[config.mk]
export PLATFORM = sky130hd
export DESIGN_NAME = imem_arbiter
export DESIGN_NICKNAME = d
export VERILOG_FILES = /design/src/rtl/imem_arbiter.sv
export SDC_FILE = /design/constraint.sdc
export NUM_CORES = 1
export LEC_CHECK = 0
export CAP_MARGIN = 20
export CORE_MARGIN = 1.5
export CORE_UTILIZATION = 30
export CTS_BUF_LIST = sky130_fd_sc_hd__clkbuf_2 sky130_fd_sc_hd__clkbuf_4 sky130_fd_sc_hd__clkbuf_8
export DETAILED_ROUTE_END_ITERATION = 8
export PLACE_DENSITY_LB_ADDON = 0.08
export SLEW_MARGIN = 20
export SYNTH_ARGS = -nofsm -noshare
export SYNTH_HDL_FRONTEND = slang
export SYNTH_SLANG_ARGS = --single-unit
[constraint.sdc]
create_clock -name clk -period 2.5 [get_ports clk]
set_input_delay 0.75 -clock clk [delete_from_list [all_inputs] [get_ports clk]]
set_output_delay 0.75 -clock clk [all_outputs]
set_load 0.005 [all_outputs]
[src/rtl/imem_arbiter.sv]
// -----------------------------------------------------------------------------
// imem_arbiter
//   Shares one combinational instruction memory between a fetch port (f_*)
//   and a debug/loader read port (d_*). At most one port is granted per cycle.
//   The granted access is answered exactly one cycle later through a per-port
//   response register (rvalid pulse, rdata, err).
//
// Configuration macro:
//   IMEM_ARB_RR_EN  defined   -> round-robin on contention, using last_gnt
//                   undefined -> fixed priority, fetch over debug
//
// Ports:
//   clk, rst           single clock, synchronous active-high reset
//   f_req/f_addr       fetch request and byte address
//   f_gnt              fetch grant (combinational, same cycle as f_req)
//   f_rvalid/f_rdata/f_err   fetch response, one cycle after f_gnt
//   f_flush            drops the fetch response that would appear next cycle
//   d_req/d_addr/d_gnt/d_rvalid/d_rdata/d_err   debug port, same rules, no flush
//   imem_addr/imem_rdata     combinational instruction-memory interface
//   dbg_last_gnt       observability of the last_gnt register (0=fetch,1=debug)
//
// Handshake: a port raises req with a stable addr and keeps both until it sees
// gnt high in the same cycle; the access is then committed at that clock edge
// and its response appears as a one-cycle rvalid pulse in the next cycle.
// -----------------------------------------------------------------------------
module imem_arbiter #(
    parameter int XLEN        = 32,
    parameter int ADDR_MASK_W = 2
) (
    input  logic            clk,
    input  logic            rst,
    input  logic            f_req,
    input  logic [XLEN-1:0] f_addr,
    output logic            f_gnt,
    output logic            f_rvalid,
    output logic [XLEN-1:0] f_rdata,
    output logic            f_err,
    input  logic            f_flush,
    input  logic            d_req,
    input  logic [XLEN-1:0] d_addr,
    output logic            d_gnt,
    output logic            d_rvalid,
    output logic [XLEN-1:0] d_rdata,
    output logic            d_err,
    output logic [XLEN-1:0] imem_addr,
    input  logic [XLEN-1:0] imem_rdata,
    output logic            dbg_last_gnt
);

    logic            r_last_gnt;
    logic            r_f_rvalid;
    logic [XLEN-1:0] r_f_rdata;
    logic            r_f_err;
    logic            r_d_rvalid;
    logic [XLEN-1:0] r_d_rdata;
    logic            r_d_err;

    logic            w_f_win;
    logic            w_d_win;
    logic [XLEN-1:0] w_gnt_addr;
    logic            w_misaligned;
    logic [XLEN-1:0] w_rsp_data;

    // Arbitration. Grants are suppressed during reset so that an access
    // presented in the cycle rst rises is never committed.
    always_comb begin
        w_f_win = 1'b0;
        w_d_win = 1'b0;
        if (!rst) begin
`ifdef IMEM_ARB_RR_EN
            if (f_req && d_req) begin
                // last_gnt=1 means debug went last, so fetch is due.
                w_f_win = r_last_gnt;
                w_d_win = ~r_last_gnt;
            end else begin
                w_f_win = f_req;
                w_d_win = d_req;
            end
`else
            w_f_win = f_req;
            w_d_win = d_req & ~f_req;
`endif
        end
    end

    // With no grant the memory still sees f_addr, which keeps the mux a
    // single 2:1 select on the debug win.
    assign w_gnt_addr   = w_d_win ? d_addr : f_addr;
    assign w_misaligned = |w_gnt_addr[ADDR_MASK_W-1:0];
    assign w_rsp_data   = w_misaligned ? '0 : imem_rdata;

    always_ff @(posedge clk) begin
        if (rst) begin
            r_last_gnt <= 1'b1;
            r_f_rvalid <= 1'b0;
            r_f_rdata  <= '0;
            r_f_err    <= 1'b0;
            r_d_rvalid <= 1'b0;
            r_d_rdata  <= '0;
            r_d_err    <= 1'b0;
        end else begin
            // A flushed fetch still consumed its slot; only the pulse is lost.
            r_f_rvalid <= w_f_win & ~f_flush;
            r_d_rvalid <= w_d_win;
            if (w_f_win) begin
                r_f_rdata  <= w_rsp_data;
                r_f_err    <= w_misaligned;
                r_last_gnt <= 1'b0;
            end
            if (w_d_win) begin
                r_d_rdata  <= w_rsp_data;
                r_d_err    <= w_misaligned;
                r_last_gnt <= 1'b1;
            end
        end
    end

    assign f_gnt        = w_f_win;
    assign d_gnt        = w_d_win;
    assign imem_addr    = w_gnt_addr;
    assign f_rvalid     = r_f_rvalid;
    assign f_rdata      = r_f_rdata;
    assign f_err        = r_f_err;
    assign d_rvalid     = r_d_rvalid;
    assign d_rdata      = r_d_rdata;
    assign d_err        = r_d_err;
    assign dbg_last_gnt = r_last_gnt;

endmodule

==> impl_metrics.json <==
{
  "status": "finished with violations",
  "violations": "setup timing",
  "power_w": 0.00257,
  "ir_drop_mv": 0.268,
  "drt_wl_total_mm": 9.80,
  "ys_ff_latch": 69,
  "drt_pre_antenna_iters": 4,
  "p_clk_frac": 0.353,
  "grt_pass1_wl_mm": 14.2,
  "synthesis.nets": 304,
  "ys.warnings.count": 0,
  "drive_above_1_share": 0.270,
  "die_x_um": 94.7,
  "yosysUniqueCellTypes": 19,
  "drt-wirelength-per-cell_um": 18.2,
  "rsz0062_at_grt": "true",
  "endpoint_kind": "output pin",
  "critPathTopFamily": "buffers and inverters",
  "ant_nets": 0,
  "grt_max_degree": 32,
  "max_stage_delay_ns": 0.30,
  "p_int_w": 0.00195,
  "postSynthAreaPerCell_um2": 12.4,
  "max_freq_mhz": 377,
  "period_minus_slack_ns": 2.65,
  "leakage_nw": 2.18,
  "grt_busiest_layer": "met2",
  "synth.largest_area_cell": "dfxtp_1",
  "hold_buffers": 0,
  "drt_iter0_drc": 69,
  "slew_headroom": 0.744,
  "critical_path_buf_inv_count": 5,
  "grt_pass1_vias": 2684,
  "num_io_pins": 204,
  "combPwrFrac": 0.203,
  "tns_ns": -3.66,
  "startpoint_type": "input port",
  "clk_latency_ns": 0.34,
  "tightest_slew_ns": 0.384,
  "h-tree-depth": 3,
  "drc": 0,
  "switchingPower_w": 0.000620,
  "cts_buffer_depth": 2,
  "path_clk_slew_ns": 0.07,
  "final-max-slew-violation-count": 0,
  "post-route-util": 0.647,
  "fin_crit_sh": 1.06,
  "required_ns": 1.75,
  "dp_hpwl_mm": 6.73,
  "cts_tree": "done",
  "rows": 33,
  "cp_data_arrival_time_ns": 1.90,
  "overflow": 0,
  "numCtsBuffers": 9,
  "die_area_um2": 8970,
  "hold_viol_final": 0,
  "grtUsageMet2": 0.354,
  "p_seq_frac": 0.444,
  "setup_ws_ns": -0.155,
  "gp_congestion": 0.810,
  "setup_violations": 32,
  "power_density_nw_per_um2": 485,
  "synth_area_leaders": "dfxtp_1 55%, a22o_1 22%, mux2_2 14%, buf_2 1.8%, buf_6 1.3%",
  "crit_chain": "buf_6 > nor3b_4 > buf_12 > buf_12 > buf_8 > mux2_4 > buf_6",
  "clock-sinks": 69,
  "min_path_type": "reg -> reg",
  "viasPerCell": 4.74,
  "syn2layout_area_growth_pct": 110,
  "cp_max_fo": 8,
  "diodes": 0,
  "postSynthCellCount": 203,
  "critPathKind": "in -> out",
  "start_util": 0.309,
  "grt_util_met1": 0.238,
  "core_area_um2": 8180,
  "yosysTopAreaCellShare": 0.547,
  "fp.dieH_um": 94.7,
  "ys_seq_area_frac": 0.547,
  "slowest_stage": "mux2_4",
  "portBuffers": 203,
  "grtUsageMet3": 0.0958,
  "antenna_found_initial": 0,
  "fill_cells": 657,
  "fin_skew_ns": 0,
  "swShare": 0.242,
  "final_nets": 530,
  "grtUsageTotal": 0.213,
  "clockRootBuffer": "clkbuf_8",
  "num_vias": 2554,
  "synth_area_um2": 2520,
  "maxCapViolCount": 0
}
==> cells in the final DEF (no fill, tap or decap), drive strengths merged, types with 3 or more instances in the layout <==
cell / instances
mux2: 32
a22o: 63
clkinv: 4
inv: 3
clkbuf: 9
dfxtp: 69
clkdlybuf4s50: 166
nor2: 7
buf: 65
==> metal layers <==
layer  wire (µm)  part of all wire
met2        4960              0.51
met5           0                 0
met3         879             0.090
met1        3790              0.39
met4         167             0.017
==> path summary, 6_finish.rpt <==
check                           startpoint                        to  slack (ns)  cells after the start
setup / recovery                     f_req              imem_addr[4]       -0.15                      7
hold / removal    f_rdata[31]$_SDFFE_PP0P_  f_rdata[31]$_SDFFE_PP0P_        0.47                      2
setup reg to reg        d_err$_SDFFE_PP0N_        d_err$_SDFFE_PP0N_        1.81                      2
hold reg to reg   f_rdata[31]$_SDFFE_PP0P_  f_rdata[31]$_SDFFE_PP0P_        0.47                      2
==> metrics by stage <==
step	setup slack [ns]	cell area, µm²	std cells	hold WS (ns)
after floorplan	-0.0447	2520	203	0.459
after global placement	-0.835	4760	508	0.456
after detailed placement	-0.832	4760	508	0.454
after CTS	-0.159	5290	537	0.480
after global routing	-0.188	5290	539	0.493
final	-0.155	5290	539	0.475
==> repair_timing <==
item,CTS,global route
pin swaps,1,1
setup buffers,11,4
resized for setup,217,6
cloned,2,0
endpoints found under the setup margin,34,34
==> state kept, by name (all words and copies together) (netlist names) <==
| name | count |
|---|---|
| d_rdata | 32 |
| f_rdata | 32 |
| d_err | 1 |
| d_rvalid | 1 |
| dbg_last_gnt | 1 |
| f_err | 1 |
| f_rvalid | 1 |
==> Yosys cell counts (all sizes together) <==
cell type	instances
dfxtp	69
nand3	1
nand2b	2
nor3	1
nor3b	2
buf	13
clkbuf	5
and2	1
nor2	7
inv	2
a22o	63
mux2	32
o21ai	1
nor2b	1
a211oi	2
a21oi	1
==> cells by family (layout without fill, tap and decap cells) <==
logic type	Yosys count	after routing	synth area share
flip-flops	69	69	0.547
AND/OR/NAND/NOR	15	15	0.0367
multiplexers	32	32	0.143
buffers and inverters	20	251	0.0446
AO/OA/AOI/OAI	67	67	0.229
==> layout make-up <==
class                           instances  area [µm²]  area share
Timing Repair Buffer                  233        2420       0.457
Sequential cell                        69        1380       0.261
Multi-Input combinational cell        114        1160       0.219
Tap cell                              105         131      0.0248
Clock buffer                            9         124      0.0234
Clock inverter                          7        73.8      0.0139
Inverter                                2        7.51     0.00142
==> tightest hold or removal path: cells and delay by family, from the launching register on <==
family / cells / cell delay (ns)
AO/OA/AOI/OAI: 1 / 0.06
AND/OR/NAND/NOR: 1 / 0.06
flip-flops: 1 / 0.31
==> power groups by stage <==
stage | sequential, W | combinational, W | clock (W)
floorplan | 0.00117 | 0.000110 | 0
global placement | 0.00116 | 0.000453 | 0
detailed placement | 0.00116 | 0.000455 | 0
CTS | 0.00114 | 0.000520 | 0.000932
global route | 0.00114 | 0.000550 | 0.000975
finish | 0.00114 | 0.000521 | 0.000907
Note: power is estimated with default switching activity, not from simulation.
